==> src/rtl/dbg_pkg.sv <==
// Shared types for the debug register reader: FSM state encoding and error codes.
package dbg_pkg;

    typedef enum logic [1:0] {
        IDLE      = 2'd0,
        WAIT_HALT = 2'd1,
        READ      = 2'd2,
        RESP      = 2'd3
    } dbg_state_e;

    localparam logic ERR_NONE    = 1'b0;
    localparam logic ERR_TIMEOUT = 1'b1;

endpackage

==> src/rtl/dbg_timeout_ctr.sv <==
// Halt-wait timeout counter: counts enabled cycles and flags the cycle in which
// the Cycles-th enabled cycle occurs, then restarts from zero.
module dbg_timeout_ctr #(
    parameter int Cycles = 16
) (
    input  logic clk,
    input  logic rst,
    input  logic clear,
    input  logic enable,
    output logic expired
);

    localparam int CntW = $clog2(Cycles + 1);

    logic [CntW-1:0] cnt;

    // Expires combinationally so the FSM can leave WAIT_HALT at the same edge.
    assign expired = enable && (cnt == CntW'(Cycles - 1));

    always_ff @(posedge clk or posedge rst) begin
        if (rst) begin
            cnt <= '0;
        end else if (clear || expired) begin
            cnt <= '0;
        end else if (enable) begin
            cnt <= cnt + 1'b1;
        end
    end

endmodule

==> src/rtl/dbg_reg_reader.sv <==
// Debugger register-file reader: waits for core halt, reads one register with
// write-through bypass, returns it over a valid/ready response channel.
// Optional halt-wait timeout enabled by defining DBG_REG_READER_TIMEOUT_EN.
module dbg_reg_reader
    import dbg_pkg::*;
#(
    parameter int Width         = 32,
    parameter int AddrWidth     = 5,
    parameter int TimeoutCycles = 16
) (
    input  logic                 clk,
    input  logic                 rst,
    input  logic                 req_valid,
    output logic                 req_ready,
    input  logic [AddrWidth-1:0] req_addr,
    output logic                 rsp_valid,
    input  logic                 rsp_ready,
    output logic [Width-1:0]     rsp_data,
    output logic                 rsp_err,
    input  logic                 core_halted,
    output logic                 rf_rd_en,
    output logic [AddrWidth-1:0] rf_rd_addr,
    input  logic [Width-1:0]     rf_rd_data,
    input  logic                 rf_wr_en,
    input  logic [AddrWidth-1:0] rf_wr_addr,
    input  logic [Width-1:0]     rf_wr_data
);

    dbg_state_e           state;
    dbg_state_e           state_nxt;
    logic [AddrWidth-1:0] addr_q;
    logic [Width-1:0]     data_q;
    logic                 req_fire;
    logic                 tmo_expired;

    assign req_fire   = req_valid && req_ready;
    assign req_ready  = (state == IDLE) && !rst;
    assign rsp_valid  = (state == RESP);
    assign rf_rd_en   = (state == READ);
    assign rf_rd_addr = addr_q;
    assign rsp_data   = data_q;

`ifdef DBG_REG_READER_TIMEOUT_EN
    logic err_q;

    dbg_timeout_ctr #(
        .Cycles (TimeoutCycles)
    ) u_timeout_ctr (
        .clk     (clk),
        .rst     (rst),
        .clear   ((state != WAIT_HALT) || core_halted),
        .enable  ((state == WAIT_HALT) && !core_halted),
        .expired (tmo_expired)
    );

    always_ff @(posedge clk or posedge rst) begin
        if (rst) begin
            err_q <= ERR_NONE;
        end else if (state == READ) begin
            err_q <= ERR_NONE;
        end else if (tmo_expired) begin
            err_q <= ERR_TIMEOUT;
        end
    end

    assign rsp_err = err_q;
`else
    localparam int unused_timeout_cycles = TimeoutCycles;

    assign tmo_expired = 1'b0;
    assign rsp_err     = ERR_NONE;
`endif

    always_ff @(posedge clk or posedge rst) begin
        if (rst) begin
            state <= IDLE;
        end else begin
            state <= state_nxt;
        end
    end

    always_comb begin
        state_nxt = state;
        case (state)
            IDLE: begin
                if (req_fire) begin
                    state_nxt = core_halted ? READ : WAIT_HALT;
                end
            end
            WAIT_HALT: begin
                if (core_halted) begin
                    state_nxt = READ;
                end else if (tmo_expired) begin
                    state_nxt = RESP;
                end
            end
            READ: begin
                state_nxt = RESP;
            end
            RESP: begin
                if (rsp_ready) begin
                    state_nxt = IDLE;
                end
            end
            default: begin
                state_nxt = IDLE;
            end
        endcase
    end

    // A same-cycle core write to the register being read wins over the array value.
    always_ff @(posedge clk or posedge rst) begin
        if (rst) begin
            addr_q <= '0;
            data_q <= '0;
        end else begin
            if (req_fire) begin
                addr_q <= req_addr;
            end
            if (state == READ) begin
                data_q <= (rf_wr_en && (rf_wr_addr == addr_q)) ? rf_wr_data : rf_rd_data;
            end else if (tmo_expired) begin
                data_q <= '0;
            end
        end
    end

endmodule

==> config.mk <==
export PLATFORM = sky130hd
export DESIGN_NAME = dbg_reg_reader
export DESIGN_NICKNAME = d
export VERILOG_FILES = /design/src/rtl/dbg_pkg.sv /design/src/rtl/dbg_timeout_ctr.sv /design/src/rtl/dbg_reg_reader.sv
export SDC_FILE = /design/constraint.sdc
export NUM_CORES = 1
export LEC_CHECK = 0
export BUFFER_PORTS_ARGS = -buffer_cell sky130_fd_sc_hd__buf_2
export CAP_MARGIN = 20
export CORE_UTILIZATION = 42
export DETAILED_ROUTE_END_ITERATION = 6
export PLACE_DENSITY = 0.77
export SYNTH_ARGS = -nofsm -noshare
export SYNTH_HDL_FRONTEND = slang
export SYNTH_SLANG_ARGS = --single-unit
==> constraint.sdc <==
create_clock -name clk -period 2.68 [get_ports clk]
set_input_delay 0.134 -clock clk [delete_from_list [all_inputs] [get_ports clk]]
set_output_delay 0.134 -clock clk [all_outputs]
set_load 0.01 [all_outputs]
==> key figures <==
Logic synthesis
  • Synth async-reset ratio: 100%
  • Yosys top cell area share: 45.7%
  • Synth area leaders: dfrtp_1 (46%), mux2_4 (21%), mux2_2 (21%)
  • Post-Syn Area: roughly 2100 um2
  • Synth cell types: 22
  • Synthesized instance count: between 100 and 150
  • Flops & latches, synth: 39
  • Post-Syn Nets: roughly 230
  • Synth Warn #: 0
  • Seq/Total Area, Yosys: 45.7%
  • Synth top cells by count: dfrtp_1 (39), mux2_2 (39), mux2_4 (30), ha_1 (5), inv_1 (5)
  • Area leader, netlist: dfrtp_1
  • Number of enable flip-flop cells after synthesis: 0
  • Syn Area/Cell: roughly 15 um2
  • Main flop type after synthesis: dfrtp_1

Placement
  • Port-buffer cells: around 120
  • Placer Congestion: approximately 0.83
  • Post-DP Area: between 2000 and 3000 um2
  • Final HPWL DP: 3.45 mm
  • Placed insts: roughly 330

Power
  • Logic pwr share: between 50% and 60%
  • Pint: 2160 uW
  • Flop pwr share: between 30% and 40%
  • Switch share: 32.3%
  • Sw Pwr: 1030 uW
  • Total Power: about 3200 uW
  • Clock network fraction of total power: 11.0%
  • Worst vdd ir: around 0.00057 V
  • Pwr per Cell Area: approximately 1100 nW/um2
  • Leakage: 0.00154 uW

Worst setup path
  • CP max-delay cell: ha_2
  • Worst path cell trace: inv_1 -> ha_2 -> buf_12 -> mux2_2 -> mux2_4
  • Reg2Reg Capture Point: rsp_data[14]
  • Kind of critical path: reg2reg
  • CP max FO: 22
  • Top delay family on crit path: multiplexers
  • CP arrival: about 2100 ps
  • Buf/Inv on CP: 2
  • Reg2reg path depth: 5
  • Reg2reg setup slack: 720 ps
  • Crit-path max cell delay: approximately 440 ps
  • Crit start category: flop
  • Critical R2R Launch: state[0]
  • Worst setup EP type: flop
  • CP startpoint: state[0]
  • Worst endpoint required time: 2840 ps

Finish
  • Post-route cell area: 2880 um2
  • Fillers: ~420
  • Non-Filler Instances: 332
  • Synth-to-layout area growth: 34.6%
  • Proportion of layout cells with a drive suffix above 1: about three quarters
  • # diodes: 0
  • Fin nets: 351

Clock network
  • Setup Fix Bufs, Post-CTS: 0
  • Post-CTS sizing: 0
  • Worst-Skew Late Latency: 280 ps
  • CTS tree: done
  • CTS buffer count: 5
  • Clock transition at the registers of the reported paths: about 70 ps
  • Clk root buf: clkbuf_8
  • Clock tree buffer depth: 2
  • H-tree lvl count: 2
  • Hold buffers post-CTS: 0
  • Clock tree sinks: 39

STA
  • Setup_tns: 0 ps
  • Worst Tran Pin Value: 752 ps
  • Finish-stage setup viols: 0
  • Fin Hold WS: -3.33 ps
  • Highest Clock Rate: about 510 MHz
  • Slew Limit Fails: 0
  • Unrepaired setup endpoints after global routing: no
  • Final worst path period share: between 70% and 80%
  • Hold Violations, Final: 6
  • Relative slew slack: between 40% and 50%
  • Clk_skew: slightly below 5 ps
  • Period minus WS final: around 2000 ps

Global route
  • Remaining Overflow, GRT: 0
  • Vias in the first global route: around 1.6k
  • Largest net degree at the start of global routing: 23
  • Initial antenna violation count: 0
  • Aggregate global-route resource usage: between 10% and 20%
  • Global-route wire length before repair: slightly above 7 mm

Detailed routing
  • Vias per std cell: 4.83
  • 1st-pass router iterations: 5
  • Final WL: roughly 4.5 mm
  • Wirelength per Cell: roughly 14 um
  • Iter 0 DRT Violations: 22
  • Drc violations: 0
  • Routed Antenna Nets: 0
  • Detailed-route via count: between 1.5k and 2k

Outcome
  • Status: finished, violations left
  • Failing checks: negative hold slack

Floorplanning
  • Ports: roughly 120
  • Site Rows: 25
  • Full die area: 5370 um2
  • Core area: about 4800 um2
  • Initial core utilization: 44.3%
  • Chip Height: between 70 and 80 um
  • DIE WIDTH: approximately 73 um

Flow run
  • Maxcap violations: 0

Min path
  • Hold WC Path Type: in2async
==> state kept, by name (all words and copies together), names as in the netlist <==
| name | count |
|---|---|
| rf_rd_addr | 5 |
| rsp_data | 32 |
| state | 2 |
==> layout by cell type, fill, tap and decap left out, types with 3 or more instances in the layout <==
cell type,synthesis,final
mux2_2,39,39
xor2_1,4,4
inv_1,5,5
mux2_4,30,30
buf_2,1,119
buf_4,1,3
clkbuf_8,0,5
dfrtp_1,39,39
ha_1,5,4
==> layout make-up <==
class	count	area, um2	share of cell area, %
Timing Repair Buffer	123	638	22.2
Inverter	5	18.8	0.653
Sequential cell	39	976	33.9
Tap cell	67	83.8	2.92
Multi-Input combinational cell	92	1090	37.8
Clock buffer	6	72.6	2.52
==> power by group through the flow <==
stage                     Clock, uW  Combinational (uW)  Sequential [uW]
after floorplan                   0                1110             1210
after global placement            0                1750             1070
after detailed placement          0                1800             1070
after CTS                       368                1800             1070
after global routing            391                1920             1110
final                           351                1780             1060
==> through the flow <==
stage	setup slack (ps)	hold slack (ps)	utilization (%)
final	719	-3.33	59.7
after detailed placement	749	320	58.2
after floorplan	717	283	-
after global placement	786	313	58.2
after CTS	718	14.8	59.7
after global routing	662	49.2	59.7
==> kinds of logic after synthesis <==
group / after synthesis / share of synthesized area, %
compound gates: 4 / 1.35
xor+xnor: 5 / 2.05
fa+ha+maj: 5 / 2.93
buf+inv: 13 / 3.57
flops: 39 / 45.7
mux: 69 / 41.7
other cells: 1 / 0.176
simple gates: 8 / 2.58
==> worst max-delay path by stage <==
stage	endpoint	depth (start not counted)
2_1_floorplan	rsp_data[10]	6
3_3_place_gp	rsp_data[16]	5
3_5_place_dp	rsp_data[1]	5
4_1_cts	rsp_data[14]	5
5_1_grt	rsp_data[14]	5
6_report	rsp_data[14]	5
==> metal layers <==
layer  global-route usage, %  wire (um)  up-vias
met3                    5.76        431        5
met5                       0          0        -
met4                    7.48         53        0
li1                        -          -      747
met2                    30.1       2230       85
met1                    20.7       1810      767
Power figures use the tool's default switching activity.
